`src/rtl/textlcd_pkg.sv`:
```
// Shared constants, instruction classes and address-counter helpers for the
// HD44780-style text LCD responder.
package textlcd_pkg;

  localparam logic [7:0] OP_CLEAR   = 8'h01;
  localparam logic [7:0] OP_HOME    = 8'h02;
  localparam logic [7:0] OP_ENTRY   = 8'h04;
  localparam logic [7:0] OP_DISPLAY = 8'h08;
  localparam logic [7:0] OP_SHIFT   = 8'h10;
  localparam logic [7:0] OP_FUNC    = 8'h20;
  localparam logic [7:0] OP_CGRAM   = 8'h40;
  localparam logic [7:0] OP_DDRAM   = 8'h80;

  localparam logic [6:0] LINE1_BASE   = 7'h00;
  localparam logic [6:0] LINE2_BASE   = 7'h40;
  localparam logic [6:0] AC_LINE1_END = 7'h27;
  localparam logic [6:0] AC_LINE2_END = 7'h67;

  localparam int unsigned LINE_LEN  = 16;
  localparam int unsigned NUM_CHARS = 2 * LINE_LEN;
  localparam int unsigned IDX_W     = $clog2(NUM_CHARS);

  localparam logic [7:0] CHAR_SPACE = 8'h20;

  typedef enum logic [3:0] {
    INS_NOP, INS_CLEAR, INS_HOME, INS_ENTRY, INS_DISPLAY,
    INS_SHIFT, INS_FUNC, INS_CGRAM, INS_DDRAM
  } ins_e;

  // Instruction class is chosen by the highest set bit of the byte.
  function automatic ins_e decode_ins(input logic [7:0] d);
    if ((d & OP_DDRAM) != 8'h00)        return INS_DDRAM;
    else if ((d & OP_CGRAM) != 8'h00)   return INS_CGRAM;
    else if ((d & OP_FUNC) != 8'h00)    return INS_FUNC;
    else if ((d & OP_SHIFT) != 8'h00)   return INS_SHIFT;
    else if ((d & OP_DISPLAY) != 8'h00) return INS_DISPLAY;
    else if ((d & OP_ENTRY) != 8'h00)   return INS_ENTRY;
    else if ((d & OP_HOME) != 8'h00)    return INS_HOME;
    else if ((d & OP_CLEAR) != 8'h00)   return INS_CLEAR;
    else                                return INS_NOP;
  endfunction

  // Step the DDRAM address counter, jumping between the two line windows.
  function automatic logic [6:0] ac_step(input logic [6:0] ac, input logic inc);
    if (inc) begin
      if (ac == AC_LINE1_END)      return LINE2_BASE;
      else if (ac == AC_LINE2_END) return LINE1_BASE;
      else                         return ac + 7'd1;
    end else begin
      if (ac == LINE1_BASE)        return AC_LINE2_END;
      else if (ac == LINE2_BASE)   return AC_LINE1_END;
      else                         return ac - 7'd1;
    end
  endfunction

  function automatic logic ac_visible(input logic [6:0] ac);
    return ac[5:4] == 2'b00;
  endfunction

  function automatic logic [IDX_W-1:0] ac_index(input logic [6:0] ac);
    return {ac[6], ac[3:0]};
  endfunction

endpackage

```
`src/rtl/textlcd_bus_sync.sv`:
```
// Synchronizes the LCD bus, detects falling edges of en and presents the
// last captured rs/rw/data as a one-cycle transfer.
module textlcd_bus_sync
  import textlcd_pkg::*;
(
  input  logic       clk,
  input  logic       reset,
  input  logic       lcd_rs,
  input  logic       lcd_rw,
  input  logic       lcd_en,
  input  logic [7:0] lcd_data,
  output logic       xfer_valid,
  output logic       xfer_rs,
  output logic       xfer_rw,
  output logic [7:0] xfer_data
);

  localparam int unsigned BUS_W = 10;

  logic             r_en_s1, r_en_s2, r_en_s3;
  logic [BUS_W-1:0] r_bus_s1, r_bus_s2, r_cap;
  logic             r_valid;

  always_ff @(posedge clk) begin
    if (reset) begin
      r_en_s1  <= 1'b0;
      r_en_s2  <= 1'b0;
      r_en_s3  <= 1'b0;
      r_bus_s1 <= '0;
      r_bus_s2 <= '0;
      r_cap    <= '0;
      r_valid  <= 1'b0;
    end else begin
      r_en_s1  <= lcd_en;
      r_en_s2  <= r_en_s1;
      r_en_s3  <= r_en_s2;
      r_bus_s1 <= {lcd_rs, lcd_rw, lcd_data};
      r_bus_s2 <= r_bus_s1;
      // Bus is tracked while en is high; the value from its last high cycle wins.
      if (r_en_s2) r_cap <= r_bus_s2;
      r_valid  <= r_en_s3 & ~r_en_s2;
    end
  end

  assign xfer_valid = r_valid;
  assign xfer_rs    = r_cap[9];
  assign xfer_rw    = r_cap[8];
  assign xfer_data  = r_cap[7:0];

endmodule

```
`src/rtl/textlcd_responder.sv`:
```
// HD44780-compatible bus responder: decodes transfers into a 2x16 character
// image, address counter, display flags and busy timing.
module textlcd_responder
  import textlcd_pkg::*;
#(
  parameter int unsigned BUSY_SHORT = 1000,
  parameter int unsigned BUSY_LONG  = 41000
) (
  input  logic       clk,
  input  logic       reset,
  input  logic       lcd_rs,
  input  logic       lcd_rw,
  input  logic       lcd_en,
  input  logic [7:0] lcd_data,
  input  logic [4:0] rd_addr,
  output logic [7:0] rd_data,
  output logic [6:0] ac,
  output logic       display_on,
  output logic       cursor_on,
  output logic       blink_on,
  output logic       entry_inc,
  output logic       func_8bit,
  output logic       func_2line,
  output logic       busy,
  output logic       wr_strobe,
  output logic       overrun,
  output logic       rd_ignored
);

  localparam int unsigned CNT_W = $clog2(BUSY_LONG + 1);

  logic       w_xfer_valid, w_xfer_rs, w_xfer_rw;
  logic [7:0] w_xfer_data;
  ins_e       w_ins;
  logic       w_long;

  logic [7:0]       r_chars [NUM_CHARS];
  logic [7:0]       r_rd_data;
  logic [6:0]       r_ac;
  logic             r_disp, r_cur, r_blink, r_inc, r_dl, r_n, r_cgram;
  logic             r_busy, r_strobe, r_overrun, r_rd_ignored;
  logic [CNT_W-1:0] r_busy_cnt;

  textlcd_bus_sync u_sync (
    .clk        (clk),
    .reset      (reset),
    .lcd_rs     (lcd_rs),
    .lcd_rw     (lcd_rw),
    .lcd_en     (lcd_en),
    .lcd_data   (lcd_data),
    .xfer_valid (w_xfer_valid),
    .xfer_rs    (w_xfer_rs),
    .xfer_rw    (w_xfer_rw),
    .xfer_data  (w_xfer_data)
  );

  assign w_ins  = decode_ins(w_xfer_data);
  assign w_long = ~w_xfer_rs & ((w_ins == INS_CLEAR) | (w_ins == INS_HOME));

  always_ff @(posedge clk) begin
    if (reset) begin
      for (int i = 0; i < NUM_CHARS; i++) r_chars[i] <= CHAR_SPACE;
      r_rd_data    <= CHAR_SPACE;
      r_ac         <= LINE1_BASE;
      r_disp       <= 1'b0;
      r_cur        <= 1'b0;
      r_blink      <= 1'b0;
      r_inc        <= 1'b1;
      r_dl         <= 1'b1;
      r_n          <= 1'b0;
      r_cgram      <= 1'b0;
      r_busy       <= 1'b0;
      r_busy_cnt   <= '0;
      r_strobe     <= 1'b0;
      r_overrun    <= 1'b0;
      r_rd_ignored <= 1'b0;
    end else begin
      r_strobe  <= 1'b0;
      r_rd_data <= r_chars[rd_addr];
      if (r_busy) begin
        if (r_busy_cnt == '0) r_busy <= 1'b0;
        else                  r_busy_cnt <= r_busy_cnt - CNT_W'(1);
      end
      if (w_xfer_valid) begin
        if (r_busy) begin
          r_overrun <= 1'b1;
        end else if (w_xfer_rw) begin
          r_rd_ignored <= 1'b1;
        end else begin
          r_strobe   <= 1'b1;
          r_busy     <= 1'b1;
          r_busy_cnt <= w_long ? CNT_W'(BUSY_LONG - 1) : CNT_W'(BUSY_SHORT - 1);
          if (w_xfer_rs) begin
            // CGRAM writes are swallowed without touching the counter.
            if (!r_cgram) begin
              if (ac_visible(r_ac)) r_chars[ac_index(r_ac)] <= w_xfer_data;
              r_ac <= ac_step(r_ac, r_inc);
            end
          end else begin
            case (w_ins)
              INS_CLEAR: begin
                for (int i = 0; i < NUM_CHARS; i++) r_chars[i] <= CHAR_SPACE;
                r_ac  <= LINE1_BASE;
                r_inc <= 1'b1;
              end
              INS_HOME:    r_ac <= LINE1_BASE;
              INS_ENTRY:   r_inc <= w_xfer_data[1];
              INS_DISPLAY: begin
                r_disp  <= w_xfer_data[2];
                r_cur   <= w_xfer_data[1];
                r_blink <= w_xfer_data[0];
              end
              INS_SHIFT: if (!w_xfer_data[3]) r_ac <= ac_step(r_ac, w_xfer_data[2]);
              INS_FUNC: begin
                r_dl <= w_xfer_data[4];
                r_n  <= w_xfer_data[3];
              end
              INS_CGRAM: r_cgram <= 1'b1;
              INS_DDRAM: begin
                r_ac    <= w_xfer_data[6:0];
                r_cgram <= 1'b0;
              end
              default: ;
            endcase
          end
        end
      end
    end
  end

  assign rd_data     = r_rd_data;
  assign ac          = r_ac;
  assign display_on  = r_disp;
  assign cursor_on   = r_cur;
  assign blink_on    = r_blink;
  assign entry_inc   = r_inc;
  assign func_8bit   = r_dl;
  assign func_2line  = r_n;
  assign busy        = r_busy;
  assign wr_strobe   = r_strobe;
  assign overrun     = r_overrun;
  assign rd_ignored  = r_rd_ignored;

endmodule

```
`config.mk`:
```
export PLATFORM = sky130hd
export DESIGN_NAME = textlcd_responder
export DESIGN_NICKNAME = d
export VERILOG_FILES = /design/src/rtl/textlcd_pkg.sv /design/src/rtl/textlcd_bus_sync.sv /design/src/rtl/textlcd_responder.sv
export SDC_FILE = /design/constraint.sdc
export NUM_CORES = 1
export LEC_CHECK = 0
export CAP_MARGIN = 20
export CORE_MARGIN = 4
export CORE_UTILIZATION = 47
export DETAILED_ROUTE_END_ITERATION = 10
export GPL_ROUTABILITY_DRIVEN = 0
export PLACE_DENSITY = 0.63
export SYNTH_ARGS = -nofsm -noshare
export SYNTH_HDL_FRONTEND = slang
export SYNTH_SLANG_ARGS = --single-unit
```
`constraint.sdc`:
```
create_clock -name clk -period 3.1 [get_ports clk]
set_input_delay 0.62 -clock clk [delete_from_list [all_inputs] [get_ports clk]]
set_output_delay 0.62 -clock clk [all_outputs]
set_load 0.01 [all_outputs]
```
Word level (Yosys, flattened, before mapping)

Memory sizes are Yosys's and may differ from the RTL's. A register that Yosys moved wholly into a read port is not among the register bits.
Cells that the tools add are included.

Flip-flop bits (word level): 68
Memory bits (writable): 256
Input port bits: 18
Output and inout bits: 25
Word-level logic and storage cells: 177
Memories kept: 1

Memories:

| name    | words | bits a word | read ports | clocked after Yosys merged registers in | write ports | RTL line                | text |
|---|---|---|---|---|---|---|---|
| r_chars | 32    | 8           | 1          | 1                                       | 32          | textlcd_responder.sv:37 | `logic [7:0] r_chars [NUM_CHARS];` |

Add/sub/neg operators: 3
Equal/unequal tests: 13
Muxes and demuxes: 84
Bitwise logic cells: 40
Reductions and logical operators: 16

Operator list:

| kind                    | number |
|---|---|
| $mux W8                 | 33 |
| $mux W16                | 6 |
| $mux W7                 | 9 |
| $or A1 B1 Y1            | 33 |
| $mux W1                 | 25 |
| $pmux W7 S3             | 1 |
| $reduce_and A5 Y1       | 4 |
| $eq A4 B3 Y1 const B    | 4 |
| $logic_not A16 Y1       | 1 |
| $mux W4                 | 4 |
| $sub A16 B1 Y16 const B | 1 |
| $eq A7 B7 Y1 const B    | 2 |
| $eq A4 B2 Y1 const B    | 2 |
| $reduce_or A8 Y1        | 1 |
| $add A7 B1 Y7 const B   | 1 |
| $eq A7 B6 Y1 const B    | 1 |
| $logic_not A7 Y1        | 1 |
| $sub A7 B1 Y7 const B   | 1 |
| $reduce_and A6 Y1       | 1 |
| $mux W5                 | 1 |
| $not A1 Y1              | 5 |
| $eq A4 B1 Y1 const B    | 1 |
| $eq A4 B4 Y1 const B    | 1 |
| $mux W2                 | 2 |
| 12 further kinds        | 15 |

Longest topological paths before layout

Gate-level depths: netlist of the first run.

Depth after elaboration: 18
Mapped depth: 9
Mapped depth without buffers: 8

Cells and area by module

From an unflattened synthesis of the first run, not the netlist that was laid out.

Cells, all modules: 1148
Area, all modules: 15183.3 um^2

By module, submodules not included:

| module            | instances | cells an instance | area each (um^2) | seq. area each (um^2) |
|---|---|---|---|---|
| textlcd_responder | 1         | 1066              | 14187.4          | 8528.2 |
| textlcd_bus_sync  | 1         | 82                | 996.0            | 680.7 |

Least setup slack after synthesis of the first run

Ideal clock, no wire load.

Path kind: reg-to-reg
Start point: reg r_ac[0], in the netlist ac[0]
End point: mem r_chars[0][0] (enable)
Library setup time: 0.384 ns
Data arrival time: 2.098 ns
Required time: 2.716 ns
Setup slack: 0.618 ns
Cell stages (with the launch flop): 8
Path buffers: 3
Clock period less this slack: 2.482 ns
Path through: dfxtp_1 clkbuf_1 inv_1 ha_1 clkbuf_1 nand2_1 clkbuf_1 o21ai_0

RTL lines:

| element                | RTL line                 | text |
|---|---|---|
| from (decl)            | textlcd_responder.sv:39  | `logic [6:0] r_ac;` |
| from (signal assigned) | textlcd_responder.sv:97  | `r_ac <= ac_step(r_ac, r_inc);` |
| from (signal assigned) | textlcd_responder.sv:113 | `INS_SHIFT: if (!w_xfer_data[3]) r_ac <= ac_step(r_ac, w_xfer_data[2]);` |
| from (signal assigned) | textlcd_responder.sv:120 | `r_ac <= w_xfer_data[6:0];` |
| to (decl)              | textlcd_responder.sv:37  |  |

==> results of run 1 <==
[power breakdown]
part           leakage [nW]  switching (W)  total [W]  internal [W]
combinational          2.39       0.000277   0.000526      0.000249
clock                 0.521        0.00170    0.00391       0.00221
sequential             3.15      0.0000520    0.00496       0.00491
[stage by stage]
| stage | worst slack (ns) | hold WS (ns) |
|---|---|---|
| floorplan | 0.618 | 0.414 |
| global placement | 0.407 | 0.417 |
| detailed placement | 0.368 | 0.422 |
| CTS | 0.374 | 0.357 |
| global route | 0.346 | 0.383 |
| finish | 0.489 | 0.382 |
[cell families (layout without fill, tap and decap cells)]
group | after synthesis | in the layout | share of synthesized area, %
fa+ha+maj | 6 | 6 | 0.497
compound gates | 117 | 117 | 4.85
flops | 332 | 332 | 61.0
xor+xnor | 17 | 17 | 0.986
buf+inv | 119 | 199 | 3.37
mux | 97 | 97 | 13.2
simple gates | 435 | 435 | 16.1
[final cells by class]
| type | count | area [um^2] |
|---|---|---|
| Clock buffer | 40 | 916 |
| Clock inverter | 24 | 153 |
| Fill cell | 2602 | 14400 |
| Inverter | 13 | 48.8 |
| Multi-Input combinational cell | 672 | 5390 |
| Sequential cell | 332 | 9210 |
| Tap cell | 402 | 503 |
| Timing Repair Buffer | 122 | 1060 |
[cell usage after synthesis, drive strengths merged (3+ instances only)]
cell type	instances
buf	27
or3	34
clkbuf	79
xnor2	14
o21ai	40
mux4	79
inv	13
a21oi	31
nand3	10
a31oi	5
a211oi	8
nand4	4
o31ai	4
o21bai	3
nand2b	8
and2	148
nor3b	3
nor3	66
nor2b	26
ha	6
a22o	7
dfxtp	76
edfxtp	256
nor2	67
and3	30
nor4	4
xor2	3
nand2	24
mux2i	17
o41ai	4
[worst paths after layout]
check                      from            endpoint  slack, ns  cells after the start
min                       reset           wr_strobe       0.38                      2
max             u_sync.r_cap[8]      r_chars[15][2]       0.49                      7
min reg2reg  u_sync.r_bus_s1[7]  u_sync.r_bus_s2[7]       0.43                      1
max reg2reg     u_sync.r_cap[8]      r_chars[15][2]       0.49                      7
[flip-flops by register name, summed over array words and instances (netlist names), 7 cells and up]
| signal | count |
|---|---|
| u_sync.r_cap | 10 |
| rd_data | 8 |
| r_chars | 256 |
| u_sync.r_bus_s2 | 10 |
| ac | 7 |
| u_sync.r_bus_s1 | 10 |
| r_busy_cnt | 16 |
[critical path, cell delays in order (launching register included)]
cell      delay (ns)
dfxtp_1         0.32
or3b_1          0.41
buf_4           0.20
nor4_1          0.45
a21oi_2         0.11
buf_4           0.27
o21ai_0         0.27
clkbuf_2        0.28
[routing by layer]
metal	share of wire, %	vias up	track usage (%)
met1	44	4609	29.0
met5	0	-	0
met4	2.3	0	5.43
met2	47	279	32.4
li1	-	4285	-
met3	6.0	58	3.64
==> impl_results.md, run 1 <==
* Leakage at 6.06 nW
* Setup Fix Bufs, Post-CTS at 0
* Die Wd at 187 um
* Final wirelength at 35600 um
* Num CTS Buffers at 36
* Post-cts repair resize count at 0
* Final Cycle Share at 84.2%
* Total global routing overflow at 0
* Layout cells sized above 1 at 17.5%
* Nets at 1201
* DR WL/cell at 22.2 um
* Die area at 35100 um^2
* Syn Area/Cell at 13.4 um^2
* Area leader, netlist: edfxtp_1
* Row Count at 65
* Total of max-cap violations at 0
* Clk_skew at 0.0162 ns
* Max clock buf depth at 3
* Distinct cells, synth at 61
* Final instance area at 17300 um^2
* Minimum clock period at 2.61 ns
* Syn-to-layout area delta at 14.4%
* Most common cell after layout, fill and taps aside: edfxtp_1
* Fin util at 54.6%
* DRC viols at 0
* Max Slew Vio Count at 0
* # H-tree levels at 2
* Total Routing Usage GR at 20.3%
* Synth Net Count at 1147
* Pin count of the biggest net entering global routing at 58
* YS warnings at 0
* Setup TNS at 0 ns
* RSZ-0062 raised after global routing: no
* Slew headroom at 53.6%
* Worst-path clk slew at 0.06 ns
* Post-synthesis sequential area ratio at 61.0%
* Post-synthesis cell count at 1123
* WP data required at 3.32 ns
* Fin. Hold Viols at 0
* Hold crit path type: in2reg
* CTS tree: built
* Share of the synthesized area in the top cell type at 50.9%
* Post-synth EDFFs at 256
* Top_reg_cell synth: edfxtp_1
* Ports at 43
* Max Freq at 383 MHz
* Slew @ Worst Pin at 0.694 ns
* Initial core utilization at 47.7%
* Max IR drop VDD at 369 uV
* Antenna cells at 0
* Flops & latches, synth at 332
* Vias post-DR at 9231
* Mapped Area at 15100 um^2
* Area post-placement at 16200 um^2
* Final setup fails at 0
* Clock root buffer: clkbuf_16
* Die H at 187 um
* Crit path arrival time at 2.83 ns
* Crit Path Max Fanout at 32
* Core Area at 31600 um^2
* WS Path Type: reg2reg
* Post-DRT Antenna Nets at 0
* First-pass GRT wire length at 55800 um
* Post-DP HPWL at 23600 um
* Routed vias/inst at 5.75
* Initial antenna violation count at 0
* Tot Pwr at 0.00939 W
* Pwr Density at 544 nW/um^2
* PortBufs at 42
* Clock Sinks at 332
* Status: complete, no violations
* Asr flop ratio synth at 0%
* # hold bufs at CTS at 0
* Final std cells w/o fill at 1605
* TritonRoute pass-1 iters at 5
* Placed Cells at 1537
* Clock latency on the worst-skew pair at 0.52 ns
* Crit path launch type: register
* First DRT Iteration DRCs at 751
* Most frequent cells in the layout: 256 x edfxtp_1, 148 x and2_1, 76 x dfxtp_1
* Vias in the first global route at 9300
* Largest cells by area after synthesis: edfxtp_1 51%, mux4_2 10%, dfxtp_1 10%, and2_1 6.1%, nor3_1 2.2%
* Crit end category: register
Power figures use the tool's default switching activity.
==> run 2: changes to the inputs <==
- clock period: 3.1 -> 2.5 ns (I/O delays scaled with it)
==> run 2 against run 1 <==
  * Via count is 1.3% higher
  * Routed wire length is 0.12% lower
  * Non-clock buffer count is 16 higher
  * Combinational power is 26% higher
  * Count of clock-buffer cells in the layout is 15 higher
  * Sequential power is 24% higher
  * Hold slack worse by 0.16 ns
  * Clock skew is 0.0021 ns lower
  * Clock power is 36% higher
  * Core utilization is 1.0 points higher
  * First-iteration DRC count is 2.0% higher
==> impl_results.md, run 2 (same netlist as run 1, synthesis figures left out) <==
* Status: complete, no violations
* Max incr delay on CP at 0.39 ns
* Crit path arrival time at 2.53 ns
* Initial core utilization at 47.7%
* Slew headroom at 54.6%
* Max Slew Vio Count at 0
* DRC viols at 0
* Pwr Density at 689 nW/um^2
* Hold crit path type: in2reg
* Final Cycle Share at 92.6%
* Fillers at 2538
* Most used cell, CP: buf_4
* Vias post-DR at 9352
* Max Freq at 432 MHz
* WS Path Type: reg2reg
* Total Routing Usage GR at 20.3%
* Vias in the first global route at 9513
* Worst-path clk slew at 0.06 ns
* Most frequent cells in the layout: 256 x edfxtp_1, 148 x and2_1, 87 x buf_4
* Initial antenna violation count at 1
* Post-DRT Antenna Nets at 0
* Slew @ Worst Pin at 0.680 ns
* PortBufs at 42
* Crit Path Max Fanout at 32
* Syn-to-layout area delta at 16.6%
* Most common cell after layout, fill and taps aside: edfxtp_1
* TritonRoute pass-1 iters at 5
* Total global routing overflow at 0
* Final wirelength at 35600 um
* Cells along the critical path: or3b_1 -> buf_4 -> nor4_1 -> buf_4 -> a21oi_2 -> buf_12 -> o21ai_0 -> buf_4
* Hold Path End: wr_strobe
* Worst reg2reg path depth at 8
* FF-to-FF Start: u_sync.xfer_valid
* Crit path launch type: register
* Largest reg by FF count: r_chars
* Clock Power Share at 43.8%
* Setup TNS at 0 ns
* Core Area at 31600 um^2
* Buffers plus inverters on the worst setup path at 4
* Ports at 43
* Fin. Hold Viols at 0
* Total of max-cap violations at 0
* Combinational Power Share at 5.5%
* Sequential power share at 50.7%
* Worst path slowest cell: or3b_1
* Crit path max-delay family: buffers and inverters
* Hold path startpoint: reset
* Max IR drop VDD at 479 uV
* Clock Sinks at 332
* Antenna cells at 0
* First-pass GRT wire length at 55900 um
* Crit end category: register
* Num CTS Buffers at 37
* Final instance area at 17600 um^2
* Post-DP HPWL at 23900 um
* Clk_skew at 0.0141 ns
* Max clock buf depth at 3
* Hold-critical path depth at 2
* Row Count at 65
* P_sw at 0.00253 W
* Leakage at 6.24 nW
* Die area at 35100 um^2
* RSZ-0062 raised after global routing: no
* FF-to-FF setup slack at 0.18 ns
* Minimum clock period at 2.32 ns
* P_int at 0.00960 W
* WP data required at 2.72 ns
* # H-tree levels at 2
* Clock latency on the worst-skew pair at 0.51 ns
* Final setup fails at 0
* Clock root buffer: clkbuf_16
* Die H at 187 um
* Sw Ratio at 20.8%
* Max reg flops at 256
* Biggest regs: r_chars x256, r_busy_cnt x16
* DR WL/cell at 21.9 um
* Die Wd at 187 um
* Area post-placement at 16400 um^2
* Pin count of the biggest net entering global routing at 45
* Layout cells sized above 1 at 18.9%
* # hold bufs at CTS at 0
* Routed vias/inst at 5.76
* CTS tree: built
* Nets at 1218
* Setup Fix Bufs, Post-CTS at 0
* First DRT Iteration DRCs at 766
* Reg2reg end: r_chars[29][0]
run 2: how the worst max path moves through the flow:
stage	from	to	cells after the start
3_5_place_dp	rd_addr[0]	rd_data[7]	5
6_report	u_sync.xfer_valid	r_chars[29][0]	8
3_3_place_gp	rd_addr[0]	rd_data[0]	5
2_1_floorplan	ac[0]	r_chars[0][0]	7
5_1_grt	ac[0]	ac[0]	8
4_1_cts	ac[3]	ac[3]	1
run 2: timing repair:
item / 4_1_cts / 5_1_grt
gates resized for setup: 0 / 1
hold endpoints to repair: 0 / 0
endpoints found under the setup margin: 0 / 57
run 2: metal layers:
metal | up-vias | track usage [%] | part of all wire (%)
li1 | 4341 | - | -
met1 | 4675 | 28.7 | 44
met2 | 280 | 33.0 | 48
met3 | 56 | 3.04 | 5.5
met4 | 0 | 5.66 | 2.4
met5 | - | 0 | 0
run 2: power by group through the flow:
stage | sequential [W] | combinational, W | clock, W
final | 0.00615 | 0.000661 | 0.00531
after global routing | 0.00616 | 0.000709 | 0.00562
after CTS | 0.00615 | 0.000668 | 0.00541
after floorplan | 0.00623 | 0.000410 | 0
after detailed placement | 0.00627 | 0.000666 | 0
after global placement | 0.00626 | 0.000657 | 0
run 2: layout make-up:
class / count / area (um^2) / area share, %
Clock buffer: 55 / 1080 / 6.11
Clock inverter: 13 / 121 / 0.689
Inverter: 13 / 48.8 / 0.277
Multi-Input combinational cell: 672 / 5400 / 30.6
Sequential cell: 332 / 9210 / 52.3
Tap cell: 402 / 503 / 2.86
Timing Repair Buffer: 138 / 1250 / 7.12
run 2: metrics by stage:
stage          utilization (%)  std cells  power [W]  setup slack (ns)  hold slack [ns]
6_report                  55.7       1625     0.0121             0.185            0.226
3_5_place_dp              51.8       1557    0.00693             0.112            0.422
4_1_cts                   55.6       1625     0.0122             0.150            0.211
2_1_floorplan                -       1123    0.00664            0.0182            0.414
3_3_place_gp              51.8       1557    0.00692             0.122            0.418
5_1_grt                   55.7       1625     0.0125            0.0236            0.222
==> run 3: changes to the inputs <==
- CTS_CLUSTER_DIAMETER: unset -> 50
- REMOVE_ABC_BUFFERS: unset -> 1
==> run 3 against run 2 <==
  * Die area unchanged
  * Critical path depth decreased by 3
  * Flip-flop and latch count unchanged
  * Power increased by 1.8%
  * Highest routed layer unchanged
==> impl_results.md, run 3 (same netlist as run 1, synthesis figures left out) <==
* Status: complete, no violations
* Final wirelength at 34700 um
* Hold path startpoint: reset
* Worst path slowest cell: nor4b_1
* Post-route setup slack at 0.162 ns
* Leakage at 6.25 nW
* Vias in the first global route at 9538
* Final instance area at 17700 um^2
* Total Routing Usage GR at 20.0%
* First DRT Iteration DRCs at 1011
* Biggest regs: r_chars x256, r_busy_cnt x16
* Area post-placement at 16400 um^2
* Max reg flops at 256
* Post-DRT Antenna Nets at 0
* Setup Fix Bufs, Post-CTS at 0
* Layout cells sized above 1 at 18.7%
* # H-tree levels at 2
* Die Wd at 187 um
* Crit path launch type: register
* Hold Path End: wr_strobe
* Pwr Density at 699 nW/um^2
* Initial core utilization at 47.7%
* Final setup fails at 0
* Post-DP HPWL at 23100 um
* Row Count at 65
* Fin. Hold Viols at 0
* Sequential power share at 49.8%
* Crit path arrival time at 2.55 ns
* PortBufs at 42
* Combinational Power Share at 5.3%
* Total global routing overflow at 0
* CTS tree: built
* Syn-to-layout area delta at 16.9%
* Vias post-DR at 9316
* Num CTS Buffers at 38
* Crit Path Max Fanout at 13
* Total of max-cap violations at 0
* Most common cell after layout, fill and taps aside: edfxtp_1
* TritonRoute pass-1 iters at 7
* Clock Power Share at 44.8%
* Reg2reg end: r_chars[17][3]
* Worst-path clk slew at 0.06 ns
* Max IR drop VDD at 704 uV
* Routed vias/inst at 5.75
* Hold crit path type: in2reg
* First-pass GRT wire length at 55700 um
* Clk_skew at 0.0215 ns
* RSZ-0062 raised after global routing: no
* Ports at 43
* Largest reg by FF count: r_chars
* Max Slew Vio Count at 0
* Placed Cells at 1550
* Cells along the critical path: nor4b_1 -> and2_1 -> nand2_1 -> o21ai_0 -> buf_4
* FF-to-FF Start: r_cgram
* WP data required at 2.71 ns
* Most frequent cells in the layout: 256 x edfxtp_1, 148 x and2_1, 78 x buf_4
* Slew headroom at 56.8%
* Hold-critical path depth at 2
* Final Cycle Share at 93.5%
* Clock Sinks at 332
* Worst reg2reg path depth at 5
* Minimum clock period at 2.34 ns
* Clock root buffer: clkbuf_16
* Initial antenna violation count at 0
* Max incr delay on CP at 0.46 ns
* Nets at 1212
* Clock latency on the worst-skew pair at 0.52 ns
* DRC viols at 0
* Slew @ Worst Pin at 0.647 ns
* Antenna cells at 0
* Pin count of the biggest net entering global routing at 55
* Pre-CTS setup slack at 0.0496 ns
* P_int at 0.00982 W
* Max Freq at 428 MHz
* Die area at 35100 um^2
* FF-to-FF setup slack at 0.16 ns
* WS Path Type: reg2reg
* Crit end category: register
* Sw Ratio at 20.5%
* Max clock buf depth at 3
* Core Area at 31600 um^2
* DR WL/cell at 21.4 um
* Final std cells w/o fill at 1620
* Die H at 187 um
* P_sw at 0.00253 W
==> run 3: power by group through the flow <==
stage	clock, W	combinational [W]	sequential [W]
3_5_place_dp	0	0.000664	0.00627
4_1_cts	0.00564	0.000666	0.00615
5_1_grt	0.00589	0.000710	0.00616
6_report	0.00554	0.000659	0.00615
3_3_place_gp	0	0.000656	0.00627
2_1_floorplan	0	0.000324	0.00624
==> run 3: routing by layer <==
| metal | GRT usage, % | wire [um] |
|---|---|---|
| met1 | 28.4 | 15400 |
| met2 | 32.4 | 16500 |
| met3 | 3.32 | 2050 |
| met4 | 5.15 | 796 |
| met5 | 0 | 0 |
==> run 3: worst max-delay path by stage <==
stage | cells after the start | slack, ns | endpoint | startpoint
finish | 5 | 0.16 | r_chars[17][3] | r_cgram
global placement | 5 | 0.08 | rd_data[2] | rd_addr[0]
global route | 6 | 0.01 | r_chars[17][3] | r_cgram
detailed placement | 5 | 0.05 | rd_data[2] | rd_addr[0]
floorplan | 5 | -0.57 | r_chars[0][0] | u_sync.r_cap[7]
CTS | 8 | 0.18 | r_chars[15][3] | u_sync.r_cap[8]
==> run 3: area by class of cell <==
class | instances | area (um^2)
Fill cell | 2541 | 14000
Sequential cell | 332 | 9210
Multi-Input combinational cell | 672 | 5390
Timing Repair Buffer | 131 | 1230
Clock buffer | 55 | 1110
Tap cell | 402 | 503
Clock inverter | 15 | 161
Inverter | 13 | 48.8
==> run 3: critical path, delay by kind of cell, from the launching register on <==
| family | cells | cell delay [ns] |
|---|---|---|
| and+or+nand+nor | 3 | 1.06 |
| DFF | 1 | 0.34 |
| AOI/OAI and AO/OA | 1 | 0.40 |
| buffers and inverters | 1 | 0.23 |
==> run 3: repair_timing <==
item                                   CTS  global route
setup endpoints to repair                0            14
hold buffers                             0             0
endpoints found under the hold margin    0             0
gates resized for setup                  0             1
==> run 3: metrics by stage <==
step / setup TNS [ns] / utilization [%] / total power, W / hold slack (ns)
6_report: 0 / 55.8 / 0.0123 / 0.197
3_3_place_gp: 0 / 51.8 / 0.00692 / 0.420
2_1_floorplan: -137.68 / - / 0.00657 / 0.414
5_1_grt: 0 / 55.8 / 0.0128 / 0.193
3_5_place_dp: 0 / 51.8 / 0.00693 / 0.422
4_1_cts: 0 / 55.8 / 0.0125 / 0.188
